`config.mk`:
```
export PLATFORM = sky130hd
export DESIGN_NAME = uart_tx_serializer
export DESIGN_NICKNAME = d
export VERILOG_FILES = /design/src/rtl/uart_pkg.sv /design/src/rtl/uart_baud_gen.sv /design/src/rtl/uart_tx_serializer.sv
export SDC_FILE = /design/constraint.sdc
export NUM_CORES = 1
export LEC_CHECK = 0
export CORE_MARGIN = 2
export CORE_UTILIZATION = 50
export CTS_CLUSTER_DIAMETER = 80
export CTS_CLUSTER_SIZE = 20
export DETAILED_ROUTE_END_ITERATION = 12
export PLACE_DENSITY = 0.7
export SETUP_SLACK_MARGIN = 0.1
export SLEW_MARGIN = 25
export SYNTH_ARGS = -nofsm -noshare
export SYNTH_HDL_FRONTEND = slang
export SYNTH_HIERARCHICAL = 1
export SYNTH_SLANG_ARGS = --single-unit
```
`constraint.sdc`:
```
create_clock -name clk_i -period 2.4 [get_ports clk_i]
set_input_delay 0.24 -clock clk_i [delete_from_list [all_inputs] [get_ports clk_i]]
set_output_delay 0.24 -clock clk_i [all_outputs]
set_load 0.02 [all_outputs]
```
`src/rtl/uart_pkg.sv`:
```
// Shared types and constants for the byte-level UART transmitter.
// Build option: UART_TX_PARITY_EN adds the PARITY state (even parity).
package uart_pkg;

    localparam int unsigned UART_DATA_W          = 8;
    localparam int unsigned UART_DIV_W           = 16;
    localparam int unsigned UART_BIT_CNT_W       = 3;
    localparam int unsigned UART_DEFAULT_CLK_DIV = 434;

    typedef enum logic [2:0] {
        ST_IDLE   = 3'd0,
        ST_START  = 3'd1,
        ST_DATA   = 3'd2,
`ifdef UART_TX_PARITY_EN
        ST_PARITY = 3'd3,
`endif
        ST_STOP   = 3'd4
    } uart_state_e;

endpackage

```
`src/rtl/uart_baud_gen.sv`:
```
// Bit-period divider: counts 0..CLK_DIV-1 and flags the last cycle of each bit.
// Held at zero while clear_i is high so every frame starts on a fresh bit period.
module uart_baud_gen
    import uart_pkg::*;
#(
    parameter int unsigned CLK_DIV = UART_DEFAULT_CLK_DIV
)
(
    input  logic clk_i,
    input  logic rst_n_i,
    input  logic clear_i,
    output logic bit_tick_c_o
);

    logic [UART_DIV_W-1:0] r_cnt;

    assign bit_tick_c_o = !clear_i && (r_cnt == UART_DIV_W'(CLK_DIV - 1));

    always_ff @(posedge clk_i or negedge rst_n_i) begin
        if (!rst_n_i) begin
            r_cnt <= '0;
        end else if (clear_i || bit_tick_c_o) begin
            r_cnt <= '0;
        end else begin
            r_cnt <= r_cnt + UART_DIV_W'(1);
        end
    end

endmodule

```
`src/rtl/uart_tx_serializer.sv`:
```
// 8N1/8N2 UART transmitter with a ready/start handshake and a frame-done pulse.
// Build option: UART_TX_PARITY_EN inserts an even-parity bit before the stop bit(s).
module uart_tx_serializer
    import uart_pkg::*;
#(
    parameter int unsigned CLK_DIV   = UART_DEFAULT_CLK_DIV,
    parameter int unsigned STOP_BITS = 1
)
(
    input  logic                   clk_i,
    input  logic                   rst_n_i,
    input  logic [UART_DATA_W-1:0] tx_byte_i,
    input  logic                   tx_start_i,
    output logic                   tx_o,
    output logic                   ready_o,
    output logic                   is_transmitting_o,
    output logic                   done_o
);

    uart_state_e                r_state;
    logic [UART_DATA_W-1:0]     r_shift;
    logic [UART_BIT_CNT_W-1:0]  r_bit_cnt;
    logic                       r_tx;
    logic                       r_ready;
    logic                       r_busy;
    logic                       r_done;
`ifdef UART_TX_PARITY_EN
    logic                       r_parity;
`endif

    logic                       w_baud_clear;
    logic                       w_bit_tick;
    logic                       w_accept;
    logic [UART_DATA_W-1:0]     w_shift_nxt;

    assign w_baud_clear = (r_state == ST_IDLE);
    assign w_accept     = tx_start_i && r_ready;
    assign w_shift_nxt  = r_shift >> 1;

    uart_baud_gen #(
        .CLK_DIV (CLK_DIV)
    ) u_baud_gen (
        .clk_i        (clk_i),
        .rst_n_i      (rst_n_i),
        .clear_i      (w_baud_clear),
        .bit_tick_c_o (w_bit_tick)
    );

    // Frame sequencer; every state change lands on a bit tick except IDLE->START.
    always_ff @(posedge clk_i or negedge rst_n_i) begin
        if (!rst_n_i) begin
            r_state   <= ST_IDLE;
            r_shift   <= '0;
            r_bit_cnt <= '0;
            r_tx      <= 1'b1;
            r_ready   <= 1'b1;
            r_busy    <= 1'b0;
            r_done    <= 1'b0;
`ifdef UART_TX_PARITY_EN
            r_parity  <= 1'b0;
`endif
        end else begin
            r_done <= 1'b0;
            unique case (r_state)
                ST_IDLE: begin
                    if (w_accept) begin
                        r_state   <= ST_START;
                        r_shift   <= tx_byte_i;
                        r_bit_cnt <= '0;
                        r_tx      <= 1'b0;
                        r_ready   <= 1'b0;
                        r_busy    <= 1'b1;
`ifdef UART_TX_PARITY_EN
                        r_parity  <= ^tx_byte_i;
`endif
                    end
                end
                ST_START: begin
                    if (w_bit_tick) begin
                        r_state <= ST_DATA;
                        r_tx    <= r_shift[0];
                    end
                end
                ST_DATA: begin
                    if (w_bit_tick) begin
                        if (r_bit_cnt == UART_BIT_CNT_W'(UART_DATA_W - 1)) begin
                            r_bit_cnt <= '0;
`ifdef UART_TX_PARITY_EN
                            r_state   <= ST_PARITY;
                            r_tx      <= r_parity;
`else
                            r_state   <= ST_STOP;
                            r_tx      <= 1'b1;
`endif
                        end else begin
                            r_shift   <= w_shift_nxt;
                            r_tx      <= w_shift_nxt[0];
                            r_bit_cnt <= r_bit_cnt + UART_BIT_CNT_W'(1);
                        end
                    end
                end
`ifdef UART_TX_PARITY_EN
                ST_PARITY: begin
                    if (w_bit_tick) begin
                        r_state <= ST_STOP;
                        r_tx    <= 1'b1;
                    end
                end
`endif
                // Bit counter is reused to count stop-bit periods.
                ST_STOP: begin
                    if (w_bit_tick) begin
                        if (r_bit_cnt == UART_BIT_CNT_W'(STOP_BITS - 1)) begin
                            r_state   <= ST_IDLE;
                            r_bit_cnt <= '0;
                            r_ready   <= 1'b1;
                            r_busy    <= 1'b0;
                            r_done    <= 1'b1;
                        end else begin
                            r_bit_cnt <= r_bit_cnt + UART_BIT_CNT_W'(1);
                        end
                    end
                end
                default: begin
                    r_state <= ST_IDLE;
                    r_tx    <= 1'b1;
                    r_ready <= 1'b1;
                    r_busy  <= 1'b0;
                end
            endcase
        end
    end

    assign tx_o              = r_tx;
    assign ready_o           = r_ready;
    assign is_transmitting_o = r_busy;
    assign done_o            = r_done;

endmodule

```
; ---- Word-level counts from Yosys, hierarchy flattened
; Index checks and enable logic that the tools add are counted.
[op_classes]
n_addsub = 2
n_eq_ne = 12
muxes = 33
n_bitwise = 2
n_reduce_logical = 14
[ops]
columns = cell, count
row1 = $mux W3, 11
row2 = $mux W8, 3
row3 = $add A16 B1 Y16 const B, 1
row4 = $eq A16 B9 Y1 const B, 1
row5 = $mux W16, 1
row6 = $pmux W8 S2, 1
row7 = $reduce_and A4 Y1, 4
row8 = $mux W1, 12
row9 = $pmux W3 S4, 1
row10 = $pmux W3 S3, 1
row11 = $ne A2 B2 Y1 const B, 4
row12 = $eq A3 B3 Y1 const B, 2
row13 = $logic_not A3 Y1, 2
row14 = $ne A2 B1 Y1 const B, 3
row15 = $pmux W1 S3, 2
row16 = $reduce_and A6 Y1, 1
row17 = $pmux W1 S4, 1
row18 = $add A3 B1 Y3 const B, 1
row19 = $eq A3 B1 Y1 const B, 1
row20 = $eq A3 B2 Y1 const B, 1
row21 = $reduce_bool A3 Y1, 1
row22 = $logic_and A1 B1 Y1, 2
row23 = $not A1 Y1, 2
row24 = $reduce_bool A2 Y1, 1
row25 = other kinds (3), 3
[totals]
regBits = 34
elab_cells = 71

; ---- Logic depth before layout (Yosys ltp)
[depth]
depth_word = 5
ltp_mapped = 9

; ---- Cells and area by module
; The synthesis kept the hierarchy.
[by_module_without_submodules]
columns = module, instances, cells_each, area_per_inst_um2, seq_area_each_um2
row1 = uart_tx_serializer, 1, 114, 1056.0, 452.9
row2 = uart_baud_gen, 1, 84, 902.1, 400.4

; ---- Worst setup path after synthesis
; Ideal clock, no wire load.
[synth_path]
kind = reg2reg
from = register r_state[0]
to = register r_bit_cnt[2]
arrival_ns = 1.857
setup_slack_ns = 0.464
path_stages_with_launch = 9
path_buffers = 3
synth_period_minus_slack_ns = 1.936
path_cell_list = dfrtp_1 > clkbuf_1 > buf_1 > nor3_1 > nor2_1 > clkbuf_1 > nand2_1 > a221oi_1 > a2bb2oi_1
[synth_between]
elab_chain_cells = 5
[synth_rtl]
columns = item, line_no
row1 = from (decl), uart_tx_serializer.sv:20  ; uart_state_e r_state;
row2 = from (signal assigned), uart_tx_serializer.sv:52  ; r_state <= ST_IDLE;
row3 = from (signal assigned), uart_tx_serializer.sv:67  ; r_state <= ST_START;
row4 = from (signal assigned), uart_tx_serializer.sv:80  ; r_state <= ST_DATA;
row5 = $logic_not A3 Y1 (*), uart_tx_serializer.sv:36  ; assign w_baud_clear = (r_state == ST_IDLE);
row6 = net w_baud_clear, uart_tx_serializer.sv:31  ; logic w_baud_clear;
row7 = $logic_not A1 Y1 (*), uart_baud_gen.sv:17  ; assign bit_tick_c_o = !clear_i && (r_cnt == UART_DIV_W'(CLK_DIV - 1));
row8 = $logic_and A1 B1 Y1 (*), uart_baud_gen.sv:17
row9 = net w_bit_tick, uart_tx_serializer.sv:32  ; logic w_bit_tick;
row10 = $ne A2 B1 Y1 (no line), n/a
row11 = $reduce_and A4 Y1 (no line) (*), n/a
row12 = to (signal assigned), uart_tx_serializer.sv:98  ; r_bit_cnt <= r_bit_cnt + UART_BIT_CNT_W'(1);
row13 = to (signal assigned), uart_tx_serializer.sv:120  ; r_bit_cnt <= r_bit_cnt + UART_BIT_CNT_W'(1);
row14 = to (decl), uart_tx_serializer.sv:22  ; logic [UART_BIT_CNT_W-1:0] r_bit_cnt;
; The timed path passes the listed nets; every way through them passes the cells marked *.
; A chain may end at the register's enable or synchronous reset.

; ---- Worst setup path after layout
[layout_path]
from = register u_baud_gen.r_cnt[0]
to = register r_bit_cnt[2]
[layout_between]
elab_chain_cells = 4
[layout_rtl]
columns = item, line_no
row1 = from (decl), uart_baud_gen.sv:15  ; logic [UART_DIV_W-1:0] r_cnt;
row2 = from (signal assigned), uart_baud_gen.sv:25  ; r_cnt <= r_cnt + UART_DIV_W'(1);
row3 = $eq A16 B9 Y1 (*), uart_baud_gen.sv:17
row4 = $logic_and A1 B1 Y1 (*), uart_baud_gen.sv:17
row5 = net w_bit_tick, uart_tx_serializer.sv:32
row6 = $ne A2 B1 Y1 (no line), n/a
row7 = $reduce_and A4 Y1 (no line) (*), n/a
; Marked as above.

==> metrics.csv <==
stage;metric;value;unit
critical_path;crit path capture type;register;
logic_synthesis;post-synth top area share;0.4089;
clock_network;clk_lat worst skew;0.29;ns
logic_synthesis;synth cell count leaders;dfrtp_1 (32), a21oi_1 (16), nor2_1 (14), xnor2_1 (14), nand2_1 (12);
power_and_ir_drop;Power, Total;1.044;mW
logic_synthesis;most frequent cell after synthesis;dfrtp_1;
timing;Final Slew Violations;0;
logic_synthesis;post-synthesis mux area share;0.005112;
die;IO Count;15;
logic_synthesis;Compound-Gate Fraction of Synth Area;0.1348;
drt;# DRC;0;
critical_path;CP Class;register to register;
logic_synthesis;post-synthesis xor/xnor area fraction;0.06709;
critical_path;Critical Path Fanout Max;5;
global_routing;largest net degree at the start of global routing;35;
clock_network;clock slew at reported path FFs;0.07;ns
logic_synthesis;number of synthesized register bits;34;
timing;setup TNS;0;ns
logic_synthesis;Synth warnings;6;
logic_synthesis;fraction of registers with async set or reset after synthesis;1.000;
global_routing;vias in the first global route;1417;
final_layout;Non-Filler Instances;262;
clock_network;Max Buffers Root-to-Sink;2;
worst_hold_path;hold crit path type;primary input to asynchronous set/reset pin;
timing;crit share post-route;0.8466;
timing;Tightest Pin Transition;0.6125;ns
drt;vias per std cell;5.542;
placed_design;detailed placement HPWL;2.558;mm
global_routing;initial antenna violation count;0;
timing;Slew headroom;0.5908;
critical_path;CP peak stage delay;0.47;ns
global_routing;Total GRT Usage;0.1968;
logic_synthesis;Synth Area in Adders;0.03195;
status;status;finished clean;
timing;RSZ-0062 raised after global routing;no;
die;Die Ht;66.58;µm
critical_path;crit path cell chain;ha_1 > nor4b_1 > nand4b_1 > nor2_2 > inv_1 > o22a_1 > a221oi_1 > a2bb2oi_1;
critical_path;Buf/Inv on CP;1;
logic_synthesis;Syn Nets;214;
placed_design;Port Buffer Count;14;
drt;DR vias;1452;
critical_path;WP data arrival;2.25;ns
power_and_ir_drop;PD cells;470.6;nW/µm²
logic_synthesis;Synth Cell Area;1958;µm²
clock_network;clock sink count;34;
logic_synthesis;largest family of logic cells by synthesized area;simple AND/OR/NAND/NOR gates;
final_layout;fin util;0.5970;
logic_synthesis;register area share after synthesis;0.4358;
final_layout;share of layout cells above drive strength 1;0.1776;
power_and_ir_drop;peak supply drop;0.2914;mV
die;Row Count;22;
clock_network;Root Driver;clkbuf_8;
placed_design;placed cell area;2125;µm²
final_layout;multi-input logic area;998.5;µm²
logic_synthesis;simple-gate portion of the synthesized area;0.2696;
drt;iteration count of the initial detailed-routing pass;4;
logic_synthesis;ys flop type;dfrtp_1;
logic_synthesis;cell taking the most area after synthesis;dfrtp_1;
final_layout;ANT cells;0;
drt;Routed wire per std cell;13.77;µm
critical_path;crit-path leading delay family;compound AO/OA/AOI/OAI gates;
critical_path;Worst setup SP type;register;
timing;Tmin final;2.032;ns
logic_synthesis;largest cells by area after synthesis;dfrtp_1 (41%), xnor2_1 (6.3%), a21oi_1 (4.1%);
global_routing;grt ovf;0;
clock_network;TritonCTS clock tree;built;
logic_synthesis;cell count after synthesis;198;
timing;final hold vios;0;
timing;Fin Clk Skew;0.003306;ns
clock_network;CTS Buf Count;5;
global_routing;global-route wire length before repair;6.472;mm
power_and_ir_drop;Pleak;0.9166;nW
timing;Max Clk Rate;0.4922;GHz
logic_synthesis;number of synthesized flops with an enable pin;0;
final_layout;area occupied by registers;853.3;µm²
placed_design;Placed Instances;254;
final_layout;Final Instance Area;2218;µm²
logic_synthesis;Post-Syn Area per Cell;9.890;µm²
final_layout;Layout fillers;314;
logic_synthesis;distinct cell type count after synthesis;46;
final_layout;Layout area overhead;13.29;%
job;MaxCap Viol Count;0;
drt;First DRT Iteration DRCs;88;
timing;setup violators final;0;
drt;Final ANT Viol Nets;0;
die;Initial Util;0.5269;
die;die width;66.58;µm
die;die area;4433;µm²
clock_network;H-tree levels;2;
critical_path;Worst path slowest cell;dfrtp_1;
die;Core Region;3716;µm²
critical_path;critical path data required time;2.61;ns
placed_design;GPL Wtd Cong;0.8678;
drt;final wirelength;3.609;mm
final_layout;Final #Nets;229;
==> flip-flops by register name, summed over array words and instances, names as in the netlist <==
signal / flops
done_o: 1
is_transmitting_o: 1
r_bit_cnt: 3
r_shift: 8
r_state: 3
ready_o: 1
tx_o: 1
u_baud_gen/r_cnt: 16
==> power breakdown <==
| group | switching, mW | internal, mW |
|---|---|---|
| logic | 0.0154 | 0.0171 |
| clock network | 0.207 | 0.231 |
| registers | 0 | 0.573 |
==> metrics by stage <==
stage	setup WS (ns)	hold WS, ns
2_1_floorplan	0.4639	-0.05559
3_3_place_gp	0.4157	0.4679
3_5_place_dp	0.3260	0.4723
4_1_cts	0.3091	0.3727
5_1_grt	0.1114	0.4099
6_report	0.3683	0.3562
==> worst register-to-register path, delay by kind of cell, from the launching register on <==
family / cells / cell delay [ns]
adders and majority gates: 1 / 0.18
DFF: 1 / 0.47
and+or+nand+nor: 3 / 0.55
buffers and inverters: 1 / 0.11
AOI/OAI and AO/OA: 3 / 0.64
==> cells in the final DEF, fill, tap and decap left out, types with 3 or more instances in the layout <==
cell	netlist	final
clkdlybuf4s50_1	0	14
clkbuf_8	0	6
nand2b_1	6	6
o22a_1	3	3
dfrtp_1	32	32
nand3_1	5	5
buf_4	0	5
nor2_2	11	12
inv_1	10	10
nand2_1	12	12
xnor2_1	14	14
nand4_2	3	3
nor3_1	8	8
ha_1	5	5
nor2_1	14	13
a21oi_1	16	16
o2bb2ai_1	9	9
and3_1	7	7
nor4_2	4	4
==> final cells by class <==
class	count	share of cell area
clock inverter	1	0.002256
tap	48	0.02707
sequential	34	0.3847
timing repair buffer	19	0.08009
clock buffer	7	0.03892
multi-input combinational	143	0.4501
inverter	10	0.01692
==> worst paths after layout <==
kind	cells past startpoint	end	start	slack (ns)
setup / recovery	8	r_bit_cnt[2]	u_baud_gen/r_cnt[0]	0.37
setup reg to reg	8	r_bit_cnt[2]	u_baud_gen/r_cnt[0]	0.37
max in group asynchronous	2	tx_o	rst_n_i	1.72
hold reg to reg	1	r_shift[2]	r_shift[2]	0.49
min in group clk_i	1	r_shift[2]	r_shift[2]	0.49
hold / removal	2	is_transmitting_o	rst_n_i	0.36
==> logic make-up (layout without fill, tap and decap cells) <==
| kind of cell | Yosys count | count (layout) |
|---|---|---|
| multiplexers | 1 | 1 |
| adder cells (fa/ha/maj) | 5 | 5 |
| XOR/XNOR | 15 | 15 |
| AO/OA/AOI/OAI | 38 | 38 |
| flip-flops | 34 | 34 |
| AND/OR/NAND/NOR | 84 | 84 |
| buffers and inverters | 21 | 37 |
==> routing by layer <==
metal / GRT usage / part of all wire / vias to the layer above
met5: 0 / 0 / -
met4: 0.08929 / 0.020 / 0
met3: 0.06757 / 0.045 / 9
met2: 0.2825 / 0.44 / 26
met1: 0.2659 / 0.49 / 699
li1: - / - / 718
==> what timing repair did <==
action / 4_1_cts / 5_1_grt
endpoints found under the setup margin: 0 / 2
buffers inserted: 0 / 0
gates resized for setup: 0 / 1
hold buffers: 0 / 0
Note: power is estimated with default switching activity, not from simulation.
